<file path="config.mk">
export PLATFORM = sky130hd
export DESIGN_NAME = qft_seq
export DESIGN_NICKNAME = d
export VERILOG_FILES = /design/src/rtl/qft_seq.sv
export SDC_FILE = /design/constraint.sdc
export NUM_CORES = 1
export LEC_CHECK = 0
export BUFFER_PORTS_ARGS = -buffer_cell sky130_fd_sc_hd__buf_2
export CAP_MARGIN = 10
export CELL_PAD_IN_SITES_DETAIL_PLACEMENT = 0
export CELL_PAD_IN_SITES_GLOBAL_PLACEMENT = 2
export CORE_MARGIN = 3
export CORE_UTILIZATION = 40
export CTS_CLUSTER_SIZE = 25
export DETAILED_ROUTE_END_ITERATION = 8
export PLACE_DENSITY_LB_ADDON = 0.12
export SETUP_SLACK_MARGIN = 0.15
export SYNTH_ARGS = -nofsm -noshare
export SYNTH_HDL_FRONTEND = slang
export SYNTH_SLANG_ARGS = --single-unit
</file>
<file path="constraint.sdc">
create_clock -name clk -period 5.35 [get_ports clk]
set_input_delay 0.2675 -clock clk [delete_from_list [all_inputs] [get_ports clk]]
set_output_delay 0.2675 -clock clk [all_outputs]
set_load 0.005 [all_outputs]
</file>
<file path="src/rtl/qft_seq.sv">
// Sequential QFT engine: one complex MAC walks all N*N terms of y_j = sum_k x_k*w^(jk).
// Samples stream in, results stream out; the twiddle ROM is a 16-point table decimated by N.
module qft_seq #(
  parameter int unsigned QUBITS   = 2,
  parameter int unsigned IN_W     = 8,
  parameter int unsigned OUT_FRAC = 5,
  localparam int unsigned OUT_W   = IN_W + QUBITS + 1 + OUT_FRAC
) (
  input  logic                    clk,
  input  logic                    rst_n,
  input  logic                    inverse,
  input  logic                    in_valid,
  output logic                    in_ready,
  input  logic signed [IN_W-1:0]  in_re,
  input  logic signed [IN_W-1:0]  in_im,
  output logic                    out_valid,
  input  logic                    out_ready,
  output logic signed [OUT_W-1:0] out_re,
  output logic signed [OUT_W-1:0] out_im,
  output logic [QUBITS-1:0]       out_idx,
  output logic                    busy
);

  localparam int unsigned N      = 2 ** QUBITS;
  localparam int unsigned TW_W   = 12;
  localparam int unsigned PROD_W = IN_W + 13;
  localparam int unsigned ACC_W  = IN_W + QUBITS + 13;
  localparam int unsigned SHIFT  = 10 - OUT_FRAC;
  localparam logic [QUBITS-1:0] LAST = QUBITS'(N - 1);

  typedef enum logic [1:0] {StLoad, StCompute, StOutput} state_e;

  state_e state_q;

  logic [QUBITS-1:0] load_k_q;
  logic              inv_q;
  logic [QUBITS-1:0] j_q;
  logic [QUBITS-1:0] k_q;
  logic              iss_q;

  logic              s1_vld_q;
  logic              s1_first_q;
  logic              s1_last_q;
  logic [QUBITS-1:0] s1_j_q;
  logic              s2_vld_q;
  logic              s2_first_q;
  logic              s2_last_q;
  logic [QUBITS-1:0] s2_j_q;
  logic              done_q;

  logic                    in_ready_q;
  logic                    out_valid_q;
  logic                    busy_q;
  logic signed [OUT_W-1:0] out_re_q;
  logic signed [OUT_W-1:0] out_im_q;
  logic [QUBITS-1:0]       out_idx_q;
  logic [QUBITS-1:0]       out_idx_nxt;

  logic signed [IN_W-1:0]   samp_re [N];
  logic signed [IN_W-1:0]   samp_im [N];
  logic signed [OUT_W-1:0]  res_re [N];
  logic signed [OUT_W-1:0]  res_im [N];

  logic signed [IN_W-1:0]   s1_xr_q;
  logic signed [IN_W-1:0]   s1_xi_q;
  logic signed [TW_W-1:0]   s1_c_q;
  logic signed [TW_W-1:0]   s1_s_q;
  logic signed [PROD_W-1:0] s2_pr_q;
  logic signed [PROD_W-1:0] s2_pi_q;
  logic signed [PROD_W-1:0] pr_d;
  logic signed [PROD_W-1:0] pi_d;
  logic signed [ACC_W-1:0]  acc_re_q;
  logic signed [ACC_W-1:0]  acc_im_q;
  logic signed [ACC_W-1:0]  acc_re_d;
  logic signed [ACC_W-1:0]  acc_im_d;

  logic [QUBITS-1:0]        tw_m;
  logic [3:0]               tw_a;
  logic signed [TW_W-1:0]   tw_c;
  logic signed [TW_W-1:0]   tw_s;

  // round(cos(2*pi*a/16) * 1024) in Q1.10
  function automatic logic signed [TW_W-1:0] cos16(input logic [3:0] a);
    logic signed [TW_W-1:0] v;
    case (a)
      4'd0:        v = 12'sd1024;
      4'd1, 4'd15: v = 12'sd946;
      4'd2, 4'd14: v = 12'sd724;
      4'd3, 4'd13: v = 12'sd392;
      4'd4, 4'd12: v = 12'sd0;
      4'd5, 4'd11: v = -12'sd392;
      4'd6, 4'd10: v = -12'sd724;
      4'd7, 4'd9:  v = -12'sd946;
      default:     v = -12'sd1024;
    endcase
    return v;
  endfunction

  // Twiddle index m = jk mod N, rescaled onto the 16-point circle; sin(a) = cos(a - 4)
  always_comb begin
    tw_m = j_q * k_q;
    tw_a = 4'(tw_m) << (4 - QUBITS);
    tw_c = cos16(tw_a);
    tw_s = cos16(tw_a - 4'd4);
    if (inv_q) begin
      tw_s = -tw_s;
    end
  end

  always_comb begin
    pr_d = PROD_W'(s1_xr_q) * PROD_W'(s1_c_q) - PROD_W'(s1_xi_q) * PROD_W'(s1_s_q);
    pi_d = PROD_W'(s1_xr_q) * PROD_W'(s1_s_q) + PROD_W'(s1_xi_q) * PROD_W'(s1_c_q);
    acc_re_d = (s2_first_q ? '0 : acc_re_q) + ACC_W'(s2_pr_q);
    acc_im_d = (s2_first_q ? '0 : acc_im_q) + ACC_W'(s2_pi_q);
  end

  assign out_idx_nxt = out_idx_q + 1'b1;

  // Datapath storage; contents are don't-care after reset so no reset branch is needed
  always_ff @(posedge clk) begin
    if (in_valid && in_ready_q) begin
      samp_re[load_k_q] <= in_re;
      samp_im[load_k_q] <= in_im;
    end
    s1_xr_q <= samp_re[k_q];
    s1_xi_q <= samp_im[k_q];
    s1_c_q  <= tw_c;
    s1_s_q  <= tw_s;
    s2_pr_q <= pr_d;
    s2_pi_q <= pi_d;
    if (s2_vld_q) begin
      acc_re_q <= acc_re_d;
      acc_im_q <= acc_im_d;
      if (s2_last_q) begin
        res_re[s2_j_q] <= OUT_W'(acc_re_d >>> SHIFT);
        res_im[s2_j_q] <= OUT_W'(acc_im_d >>> SHIFT);
      end
    end
  end

  always_ff @(posedge clk) begin
    if (!rst_n) begin
      state_q     <= StLoad;
      load_k_q    <= '0;
      inv_q       <= 1'b0;
      j_q         <= '0;
      k_q         <= '0;
      iss_q       <= 1'b0;
      s1_vld_q    <= 1'b0;
      s1_first_q  <= 1'b0;
      s1_last_q   <= 1'b0;
      s1_j_q      <= '0;
      s2_vld_q    <= 1'b0;
      s2_first_q  <= 1'b0;
      s2_last_q   <= 1'b0;
      s2_j_q      <= '0;
      done_q      <= 1'b0;
      in_ready_q  <= 1'b1;
      out_valid_q <= 1'b0;
      busy_q      <= 1'b0;
      out_re_q    <= '0;
      out_im_q    <= '0;
      out_idx_q   <= '0;
    end else begin
      // Term tags travel alongside the datapath registers
      s1_vld_q   <= iss_q;
      s1_first_q <= (k_q == '0);
      s1_last_q  <= (k_q == LAST);
      s1_j_q     <= j_q;
      s2_vld_q   <= s1_vld_q;
      s2_first_q <= s1_first_q;
      s2_last_q  <= s1_last_q;
      s2_j_q     <= s1_j_q;
      done_q     <= s2_vld_q && s2_last_q && (s2_j_q == LAST);

      case (state_q)
        StLoad: begin
          if (in_valid) begin
            if (load_k_q == '0) begin
              inv_q <= inverse;
            end
            load_k_q <= load_k_q + 1'b1;
            if (load_k_q == LAST) begin
              state_q    <= StCompute;
              in_ready_q <= 1'b0;
              busy_q     <= 1'b1;
              j_q        <= '0;
              k_q        <= '0;
              iss_q      <= 1'b1;
            end
          end
        end
        StCompute: begin
          if (iss_q) begin
            k_q <= k_q + 1'b1;
            if (k_q == LAST) begin
              j_q <= j_q + 1'b1;
              if (j_q == LAST) begin
                iss_q <= 1'b0;
              end
            end
          end
          if (done_q) begin
            state_q     <= StOutput;
            out_valid_q <= 1'b1;
            out_idx_q   <= '0;
            out_re_q    <= res_re[0];
            out_im_q    <= res_im[0];
          end
        end
        StOutput: begin
          if (out_ready) begin
            if (out_idx_q == LAST) begin
              state_q     <= StLoad;
              out_valid_q <= 1'b0;
              in_ready_q  <= 1'b1;
              busy_q      <= 1'b0;
              out_idx_q   <= '0;
            end else begin
              out_idx_q <= out_idx_nxt;
              out_re_q  <= res_re[out_idx_nxt];
              out_im_q  <= res_im[out_idx_nxt];
            end
          end
        end
        default: state_q <= StLoad;
      endcase
    end
  end

  assign in_ready  = in_ready_q;
  assign out_valid = out_valid_q;
  assign busy      = busy_q;
  assign out_re    = out_re_q;
  assign out_im    = out_im_q;
  assign out_idx   = out_idx_q;

endmodule

</file>
==> qor.yml, run 1 <==
placed_design:
  gp_congestion: 0.770
  portBuffers: 57
  dpl.hpwl_um: 26100
  pre_cts_ws_ns: -0.112
  placed_area_um2: 19400
  dp.cells: 2088
cells_and_area:
  n_antenna_cell: 0
  stdcell_count: 2183
  final_cell_area_um2: 21100
  final_nets: 1826
  area_delta_synth_final_pct: 16.0
  drive_above_1_share_pct: 18.2
  final_util_pct: 47.3
timing:
  setup_viol: 0
  hold_ws_ns: 0.138
  timing_hold_violations_final: 0
  slew_violations: 0
  period_needed_ns: 5.04
  fin_skew_ns: 0.0190
  fmax_mhz: 198
  rsz0062_at_grt: "yes"
  slew_headroom_pct: 38.9
  tightest_slew_ns: 0.917
  tns_ns: 0
  setup_ws_ns: 0.310
  period_share_pct: 94.2
run:
  maxCapViolCount: 0
pwr:
  peakVddDrop_mv: 0.275
  p_comb_share_pct: 31.8
  pwr_density_cell_nw_per_um2: 388
  total_power_mw: 8.18
  power.share.clock_pct: 29.6
  p_int_mw: 5.68
  p_sw_share_pct: 30.5
  switchingPower_mw: 2.49
  sequentialPowerShare_pct: 38.6
  power.leakage_nw: 8.42
cts:
  cts-buffers-inserted: 38
  cts_tree: "yes"
  ctsRootBufferMaster: "clkbuf_16"
  clk_pin_slew_ns: 0.06
  clock_latency_ns: 0.54
  cts.sink_count: 325
  htree_levels: 2
  clk_path_buf_depth: 3
worst_setup_path:
  critical_path.max_fanout: 8
  r2r_start: "s1_c_q[11]$_SDFF_PP0_"
  cp_num_buf_inv: 6
  critical_path_required_ns: 5.78
  arrival_ns: 5.47
  crit_chain: "buf_6, and2_1, fa_1, inv_2, fa_1, inv_1, fa_1, fa_1, fa_1, inv_1, fa_1, inv_1, ha_4, buf_4, nor4_4, a21oi_1, o311a_1, o311ai_1"
  worstReg2RegEnd: "s2_pr_q[19]$_DFF_P_"
  startpoint: "s1_c_q[11]$_SDFF_PP0_"
  slowest_stage: "fa_1"
  reg2regPathDepth: 18
  crit_family: "adder cells"
  cp.depth: 18
  cp-end-kind: "flip-flop"
  slowest_delay_ns: 0.57
  crit_type: "reg -> reg"
  critPathMostFrequentCell: "fa_1"
  rrSetupSlack_ns: 0.31
  startpoint_type: "flip-flop"
  cp-endpoint: "s2_pr_q[19]$_DFF_P_"
detailed_routing:
  drtAntennaViolNets: 0
  drt-initial-drc-count: 427
  routedWlPerCell_um: 16.9
  drc_errors: 0
  drt-total-wl_um: 36800
  vias: 10500
  drt_first_pass_iters: 4
  via_per_inst: 4.82
global_routing:
  grt_max_degree: 58
  grt_pass1_wl_um: 60300
  grt_overflow: 0
  gr-max-usage-layer: "met2"
  grtUsageMet3_pct: 2.33
  grtUsageMet1_pct: 22.4
  antenna_found_initial: 0
  grtUsageMet2_pct: 26.4
  grt_pass1_vias: 11100
  track_usage_pct: 16.0
logic_synthesis:
  syn-num-nets: 1696
  ys_types: 63
  synth_compound_area_share_pct: 8.44
  synthMuxAreaShare_pct: 4.14
  synth-xor-area-share_pct: 3.99
  syn_area_um2: 18100
  synth_cells: 1432
  synth_top_family_by_area: "adder cells"
  yosys_warnings: 0
  yosysSeqAreaShare_pct: 48.2
  synth_edf_count: 224
  synth_ff_type: "edfxtp_1"
  syn_area_per_cell_um2: 12.7
  synth_top_area_share_pct: 37.1
  synth-seq-cells: 325
  synthAdderAreaFrac_pct: 22.2
  synth_top_cell_by_area: "edfxtp_1"
  synth.top_cells.by_area: "edfxtp_1 37%, fa_1 14%, dfxtp_1 11%, ha_1 7.9%, inv_1 4.5%"
  synthArstFlopShare_pct: 0
  synth_top_cells_by_count: "224 x edfxtp_1, 219 x inv_1, 128 x fa_1"
  yosys.area_share.simple_pct: 7.44
  synth.most_common_cell: "edfxtp_1"
die:
  floorplan.initialDensity_pct: 40.8
  die_w_um: 219
  core_um2: 44500
  rows: 77
  io_pins: 58
  die_y_um: 219
  design.die.area_um2: 48000
min_path:
  hold_path.class: "in -> reg"
outcome:
  status: "finished clean"
[cell families after synthesis]
| group | count (synthesis) |
|---|---|
| DFF | 325 |
| and+or+nand+nor | 268 |
| buffers and inverters | 265 |
| adders and majority gates | 245 |
| AOI/OAI and AO/OA | 197 |
| xor gates and xnor gates | 81 |
| muxes | 51 |
[worst register-to-register path, stage by stage, from the launching register on]
cell	delay, ns
dfxtp_4	0.38
buf_6	0.14
and2_1	0.15
fa_1	0.57
inv_2	0.08
fa_1	0.54
inv_1	0.06
fa_1	0.49
fa_1	0.45
fa_1	0.53
inv_1	0.06
fa_1	0.53
inv_1	0.06
ha_4	0.25
buf_4	0.15
nor4_4	0.25
a21oi_1	0.06
o311a_1	0.11
o311ai_1	0.07
[timing repair]
action / CTS / global route
endpoints found under the hold margin: 65 / 0
hold buffers: 17 / 0
pin swaps: 3 / 25
gates resized for setup: 8 / 57
setup buffers: 1 / 8
setup endpoints to repair: 9 / 8
[state kept, by name, indices dropped and copies added (netlist names), 16 cells and up]
| register | count |
|---|---|
| res_im | 64 |
| res_re | 64 |
| samp_im | 32 |
| acc_re_q | 16 |
| samp_re | 32 |
| out_re | 16 |
| out_im | 16 |
| acc_im_q | 16 |
[how the worst min path moves through the flow]
stage	start	to	slack, ns	cells past startpoint
finish	out_ready	state_q[1]$_SDFFE_PN0P_	0.14	3
detailed placement	s1_j_q[0]$_SDFF_PN0_	s2_j_q[0]$_SDFF_PN0_	0.42	1
global placement	s1_j_q[0]$_SDFF_PN0_	s2_j_q[0]$_SDFF_PN0_	0.42	1
floorplan	in_im[0]	samp_im[0][0]$_DFFE_PP_	0.37	0
CTS	out_ready	state_q[1]$_SDFFE_PN0P_	0.11	3
global route	out_ready	state_q[1]$_SDFFE_PN0P_	0.14	3
[power by group through the flow]
| stage | logic, mW | registers (mW) | clock network, mW |
|---|---|---|---|
| final | 2.60 | 3.16 | 2.42 |
| after global routing | 3.00 | 3.17 | 2.60 |
| after global placement | 2.46 | 3.22 | 0 |
| after detailed placement | 2.48 | 3.22 | 0 |
| after CTS | 2.53 | 3.16 | 2.51 |
| after floorplan | 1.82 | 3.18 | 0 |
[per-layer routing]
layer,wire [um],share of wire [%],vias up
li1,-,-,5166
met2,17600,48,118
met4,529,1.4,0
met1,17700,48,5209
met5,0,0,-
met3,1000,2.7,39
[placed cells by master (no fill, tap or decap), types with 6 or more instances in the layout]
cell           Yosys  final
a21boi_0          33     33
a21o_1             9      9
a21oi_1           25     22
a21oi_2            4      7
and2_1            50     48
buf_2             14     57
buf_4              1     59
clkbuf_1          25     10
clkbuf_16          0     38
dfxtp_1          101     93
dlygate4sd3_1      0     17
edfxtp_1         224    224
fa_1             128    122
fa_2               0      6
ha_1             115    107
ha_4               0      6
inv_1            219    212
inv_2              1      7
mux2_2            33     33
mux4_2            16     16
nand2_1           88     83
nand2b_1          10     10
nand3_1           15     15
nor2_1            37     36
nor2b_1           40     40
nor3_1             8      7
o21ai_0           22     16
o21ai_1            1      7
o221ai_1          32     32
o22a_1            32     32
xnor2_1           64     62
xor2_1            16     14
[final cells by class]
class | count | area [um2]
fillers | 4136 | 23500
inverters | 220 | 830
clock inverters | 18 | 144
well taps | 592 | 741
clock buffers | 51 | 1030
multi-input cells | 842 | 8610
flip-flops and latches | 325 | 8770
repair buffers | 135 | 930
(Power assumes the default switching activity.)
==> run 2: changes to the inputs <==
CORE_UTILIZATION = 33   (was 40)
RECOVER_POWER = 100   (was unset)
==> run 2 against run 1 <==
The run now ends with max-capacitance violations, max-slew violations left. Flip-flop and latch count did not move. Critical endpoint is now s2_pi_q[19]$_DFF_P_. Register-to-register slack got worse by 0.04 ns. Highest routed layer unchanged. Hold slack got worse by 0.0043 ns. First-iteration DRC count fell by 22%. Largest cell class unchanged.
==> qor.yml, run 2 (synthesis results as in run 1) <==
cells_and_area:
  area_delta_synth_final_pct: 16.4
  n_antenna_cell: 0  # unchanged
  final_cell_area_um2: 21100  # +0.31%
  final_common_cell: "edfxtp_1"
  layout_common_cells: "224 x edfxtp_1, 214 x inv_1, 123 x fa_1"
  drive_above_1_share_pct: 14.2  # -4.1 points
  stdcell_count: 2292  # +5.0%
  final_nets: 1830  # +0.22%
  top_regs: "res_im: 64 flops, res_re: 64 flops"
worst_setup_path:
  critPathMostFrequentCell: "fa_1"
  cp-end-kind: "flip-flop"
  crit_type: "reg -> reg"
  startpoint_type: "flip-flop"
  critical_path.max_fanout: 14  # +6
  crit_chain: "buf_12, nand2_1, fa_1, buf_4, fa_1, fa_1, inv_1, fa_1, fa_1, inv_1, fa_1, inv_1, ha_4, nor2_1, nor2_1, inv_1, or3_1, o311ai_2"
  cp_num_buf_inv: 6  # unchanged
  slowest_stage: "fa_1"
  critical_path_required_ns: 5.81  # +0.03 ns
  slowest_delay_ns: 0.55  # -0.02 ns
  cp.depth: 18  # unchanged
  arrival_ns: 5.53  # +0.06 ns
  reg2regPathDepth: 18  # unchanged
  crit_family: "adder cells"
placed_design:
  placed_area_um2: 19600  # +1.0%
  dpl.hpwl_um: 27900  # +6.9%
  portBuffers: 57  # unchanged
  gp_congestion: 0.757  # -1.7%
  dp.cells: 2197  # +5.2%
timing:
  tns_ns: 0  # unchanged
  timing_hold_violations_final: 0  # unchanged
  fin_skew_ns: 0.0176  # -0.00142 ns
  setup_viol: 0  # unchanged
  slew_headroom_pct: -55.8  # -95 points
  period_share_pct: 94.9  # +0.67 points
  tightest_slew_ns: 2.34  # +1.42 ns
  fmax_mhz: 197  # -0.71%
  rsz0062_at_grt: "yes"
  period_needed_ns: 5.08  # +0.0359 ns
  hold_ws_ns: 0.134  # -0.00433 ns
  slew_violations: 188  # +188
die:
  core_um2: 54100  # +22%
  rows: 85  # +10%
  floorplan.initialDensity_pct: 33.5  # -7.2 points
  die_w_um: 240  # +9.8%
  design.die.area_um2: 57800  # +21%
  io_pins: 58  # unchanged
  die_y_um: 240  # +9.8%
cts:
  htree_levels: 2  # unchanged
  clk_pin_slew_ns: 0.06  # about the same
  clk_path_buf_depth: 3  # unchanged
  cts.sink_count: 325  # unchanged
  cts_tree: "yes"
  cts-buffers-inserted: 38  # unchanged
  ctsRootBufferMaster: "clkbuf_16"
  clock_latency_ns: 0.55  # about the same
pwr:
  power.leakage_nw: 8.22  # -2.4%
  pwr_density_cell_nw_per_um2: 395  # +1.6%
  peakVddDrop_mv: 0.243  # -11%
global_routing:
  antenna_found_initial: 0  # unchanged
  gr-max-usage-layer: "met2"
  grt_overflow: 0  # unchanged
  grt_max_degree: 58  # unchanged
  grtUsageMet3_pct: 2.12  # -0.20 points
  track_usage_pct: 14.3  # -1.7 points
  grt_pass1_wl_um: 64200  # +6.5%
  grt_pass1_vias: 11600  # +4.2%
  grtUsageMet2_pct: 24.0  # -2.4 points
  grtUsageMet1_pct: 19.6  # -2.8 points
detailed_routing:
  drt_first_pass_iters: 4  # unchanged
  drt-initial-drc-count: 332  # -22%
  routedWlPerCell_um: 17.3  # +2.3%
  drt-total-wl_um: 39600  # +7.4%
  drtAntennaViolNets: 0  # unchanged
  vias: 10700  # +1.5%
  drc_errors: 0  # unchanged
  via_per_inst: 4.66  # -3.3%
run:
  maxCapViolCount: 5  # +5
outcome:
  status: "finished, violations left"
  violations: "max-capacitance violations, max-slew violations"
min_path:
  hold_depth: 3  # unchanged
  hold_path.class: "in -> reg"
[run 2: changes by cell type in the layout (fill, tap and decap cells not counted), sizes merged]
cell and delta:
buf -54, inv -4, clkinv +1, clkbuf +60, bufinv +1, clkinvlp +1
[run 2: worst register-to-register path, delay by kind of cell, from the launching register on]
| family | cells | cell delay (ns) |
|---|---|---|
| and+or+nand+nor | 4 | 0.63 |
| adders and majority gates | 7 | 3.36 |
| AOI/OAI and AO/OA | 1 | 0.08 |
| DFF | 1 | 0.35 |
| buffers and inverters | 6 | 0.56 |
[run 2: metal layers]
layer  wire (um)  vias to the layer above
met5           0                        -
met2       18800                      103
met1       19100                     5365
li1            -                     5173
met4         672                        0
met3        1020                       47
[run 2: path summary, 6_finish.rpt]
path                                           start                       to  slack [ns]
worst max-delay path              s1_s_q[11]$_DFF_P_      s2_pi_q[19]$_DFF_P_        0.27
worst min-delay path                       out_ready  state_q[1]$_SDFFE_PN0P_        0.13
worst max register to register    s1_s_q[11]$_DFF_P_      s2_pi_q[19]$_DFF_P_        0.27
worst min register to register  s1_j_q[0]$_SDFF_PN0_     s2_j_q[0]$_SDFF_PN0_        0.43
[run 2: report_power, final]
group          internal, mW  leakage (nW)  total, mW  switching (mW)
registers              3.10          2.86       3.16          0.0638
logic                  1.22          4.78       2.67            1.44
clock network          1.45         0.572       2.50            1.06
[run 2: what timing repair did]
action	CTS	global route
hold buffers	17	0
gates resized for setup	6	54
endpoints found under the hold margin	65	0
buffers inserted	1	7
setup endpoints to repair	8	9
pin swaps	3	34
[run 2: per-stage QoR]
stage | worst slack [ns] | util [%] | total power, mW
after floorplan | 0.170 | - | 5.00
after global placement | 0.0242 | 36.2 | 5.74
after detailed placement | -0.0243 | 36.2 | 5.75
after CTS | 0.161 | 38.8 | 8.35
after global routing | 0.0174 | 39.0 | 8.96
final | 0.274 | 39.0 | 8.33
[run 2: layout make-up]
class,count,area (um2)
Tap cell,696,871
Sequential cell,325,8760
Clock inverter,17,189
Multi-Input combinational cell,842,8550
Timing Repair Buffer,139,895
Inverter,220,832
Fill cell,5260,33000
Clock buffer,53,1020
==> run 3: changes to the inputs <==
RECOVER_POWER = 25   (was 100)
SLEW_MARGIN = 20   (was unset)
==> run 3 against run 2 <==
The flow still finishes with violations (max-capacitance violations, max-slew violations). Highest routed layer unchanged. Die area unchanged. Setup slack worse by 0.0051 ns. Sequential share of layout area down 0.19 points. Via count down 0.13%. Critical path type unchanged. Cell count unchanged. First-iteration DRC count up 11%. Clock-buffer cell count unchanged. Maximum frequency down 0.10%.
==> qor.yml, run 3 (synthesis results as in run 1) <==
pwr:
  pwr_density_cell_nw_per_um2: 395  # +0.16%
  peakVddDrop_mv: 0.244  # +0.20%
  power.leakage_nw: 8.25  # +0.43%
cells_and_area:
  layout_common_cells: "224 x edfxtp_1, 213 x inv_1, 122 x fa_1"
  area_delta_synth_final_pct: 17.0
  top_regs: "res_im: 64 flops, res_re: 64 flops"
  final_nets: 1830  # unchanged
  stdcell_count: 2292  # unchanged
  regArea_um2: 8760  # about the same
  fillerInstances: 5240  # -0.38%
  multi_input_area_um2: 8630  # +0.88%
  final_common_cell: "edfxtp_1"
  drive_above_1_share_pct: 15.2  # +1.0 points
  n_antenna_cell: 0  # unchanged
die:
  io_pins: 58  # unchanged
  floorplan.initialDensity_pct: 33.5  # unchanged
  design.die.area_um2: 57800  # unchanged
  core_um2: 54100  # unchanged
  die_w_um: 240  # unchanged
  rows: 85  # unchanged
  die_y_um: 240  # unchanged
worst_setup_path:
  rrSetupSlack_ns: 0.27  # about the same
  crit_family: "adder cells"
  slowest_delay_ns: 0.56  # about the same
  startpoint_type: "flip-flop"
  reg2regPathDepth: 18  # unchanged
  cp_num_buf_inv: 6  # unchanged
  critical_path_required_ns: 5.81  # about the same
  slowest_stage: "fa_1"
  cp-end-kind: "flip-flop"
  critPathMostFrequentCell: "fa_1"
  r2r_start: "s1_c_q[11]$_SDFF_PP0_"
  arrival_ns: 5.54  # about the same
  crit_chain: "buf_6, and2_2, fa_1, inv_1, fa_1, inv_1, fa_1, fa_1, fa_1, inv_1, fa_1, inv_1, ha_4, nor2_1, nor2_1, inv_1, or3_1, o311ai_2"
  crit_type: "reg -> reg"
  startpoint: "s1_c_q[11]$_SDFF_PP0_"
  worstReg2RegEnd: "s2_pi_q[19]$_DFF_P_"
  critical_path.max_fanout: 8  # -6
min_path:
  worstHoldEndpoint: "state_q[1]$_SDFFE_PN0P_"
  worstHoldStart: "out_ready"
  hold_depth: 3  # unchanged
  hold_path.class: "in -> reg"
detailed_routing:
  drc_errors: 0  # unchanged
  via_per_inst: 4.66  # -0.13%
  drtAntennaViolNets: 0  # unchanged
  routedWlPerCell_um: 17.3  # unchanged
  drt_first_pass_iters: 5  # +1
  drt-initial-drc-count: 369  # +11%
  drt-total-wl_um: 39600  # unchanged
  vias: 10700  # -0.13%
global_routing:
  grt_pass1_vias: 11600  # unchanged
  antenna_found_initial: 0  # unchanged
  grt_max_degree: 58  # unchanged
  track_usage_pct: 14.3  # unchanged
  grt_overflow: 0  # unchanged
  grt_pass1_wl_um: 64200  # unchanged
timing:
  fin_skew_ns: 0.0177  # +0.000116 ns
  fmax_mhz: 197  # -0.10%
  period_share_pct: 95.0  # +0.096 points
  period_needed_ns: 5.08  # +0.00515 ns
  timing_hold_violations_final: 0  # unchanged
  rsz0062_at_grt: "yes"
  setup_viol: 0  # unchanged
  tns_ns: 0  # unchanged
  slew_violations: 115  # -39%
  slew_headroom_pct: -52.8  # +3.0 points
  tightest_slew_ns: 2.29  # -0.0448 ns
placed_design:
  dp.cells: 2197  # unchanged
  gp_congestion: 0.757  # unchanged
  portBuffers: 57  # unchanged
  dpl.hpwl_um: 27900  # unchanged
outcome:
  violations: "max-capacitance violations, max-slew violations"
  status: "finished, violations left"
cts:
  cts-buffers-inserted: 38  # unchanged
  ctsRootBufferMaster: "clkbuf_16"
  cts_tree: "yes"
  cts.sink_count: 325  # unchanged
  clk_path_buf_depth: 3  # unchanged
  htree_levels: 2  # unchanged
  clock_latency_ns: 0.55  # about the same
  clk_pin_slew_ns: 0.06  # about the same
run:
  maxCapViolCount: 3  # -2
==> run 3: worst max-delay path by stage <==
stage | endpoint | slack [ns] | cells past startpoint
after floorplan | s2_pi_q[20]$_DFF_P_ | 0.17 | 17
after global placement | s2_pr_q[20]$_DFF_P_ | 0.02 | 18
after detailed placement | s2_pi_q[20]$_DFF_P_ | -0.02 | 17
after CTS | s2_pr_q[19]$_DFF_P_ | 0.16 | 18
after global routing | s2_pi_q[19]$_DFF_P_ | 0.04 | 18
final | s2_pi_q[19]$_DFF_P_ | 0.27 | 18
==> run 3: per-layer routing <==
| metal | up-vias | track usage [%] | wire, um |
|---|---|---|---|
| li1 | 5177 | - | - |
| met1 | 5356 | 19.6 | 19000 |
| met2 | 94 | 24.0 | 18900 |
| met3 | 47 | 2.12 | 991 |
| met4 | 0 | 3.22 | 673 |
| met5 | - | 0 | 0 |
==> run 3: repair_timing <==
action                                  CTS  global route
endpoints found under the hold margin    65             0
setup buffers                             1             7
endpoints found under the setup margin    8             9
pin swaps                                 3            34
resized for setup                         6            54
hold buffers                             17             0
==> run 3: area by class of cell <==
type                    instances  share of cell area, %
clock inverters                17                  0.890
inverters                     220                   3.92
multi-input cells             842                   40.7
flip-flops and latches        325                   41.3
well taps                     696                   4.10
clock buffers                  53                   4.79
repair buffers                139                   4.33
==> run 3: power by group <==
group          total [mW]  switching (mW)  internal [mW]
sequential           3.16          0.0639           3.10
combinational        2.72            1.47           1.26
clock                2.50            1.06           1.45
==> run 3: worst register-to-register path: stages, from the launching register on <==
cell and delay [ns]:
dfxtp_4 0.37, buf_6 0.13, and2_2 0.20, fa_1 0.51
inv_1 0.07, fa_1 0.50, inv_1 0.05, fa_1 0.56
fa_1 0.45, fa_1 0.55, inv_1 0.05, fa_1 0.52
inv_1 0.06, ha_4 0.27, nor2_1 0.05, nor2_1 0.12
inv_1 0.08, or3_1 0.37, o311ai_2 0.08
==> run 3: metrics by stage <==
step	area [um2]	utilization (%)	setup slack [ns]	hold slack [ns]	total power, mW
finish	21200	39.2	0.269	0.134	8.39
global route	21200	39.2	0.0388	0.131	9.02
CTS	21000	38.8	0.161	0.102	8.35
detailed placement	19600	36.2	-0.0243	0.418	5.75
global placement	19600	36.2	0.0242	0.414	5.74
floorplan	18100	-	0.170	0.366	5.00
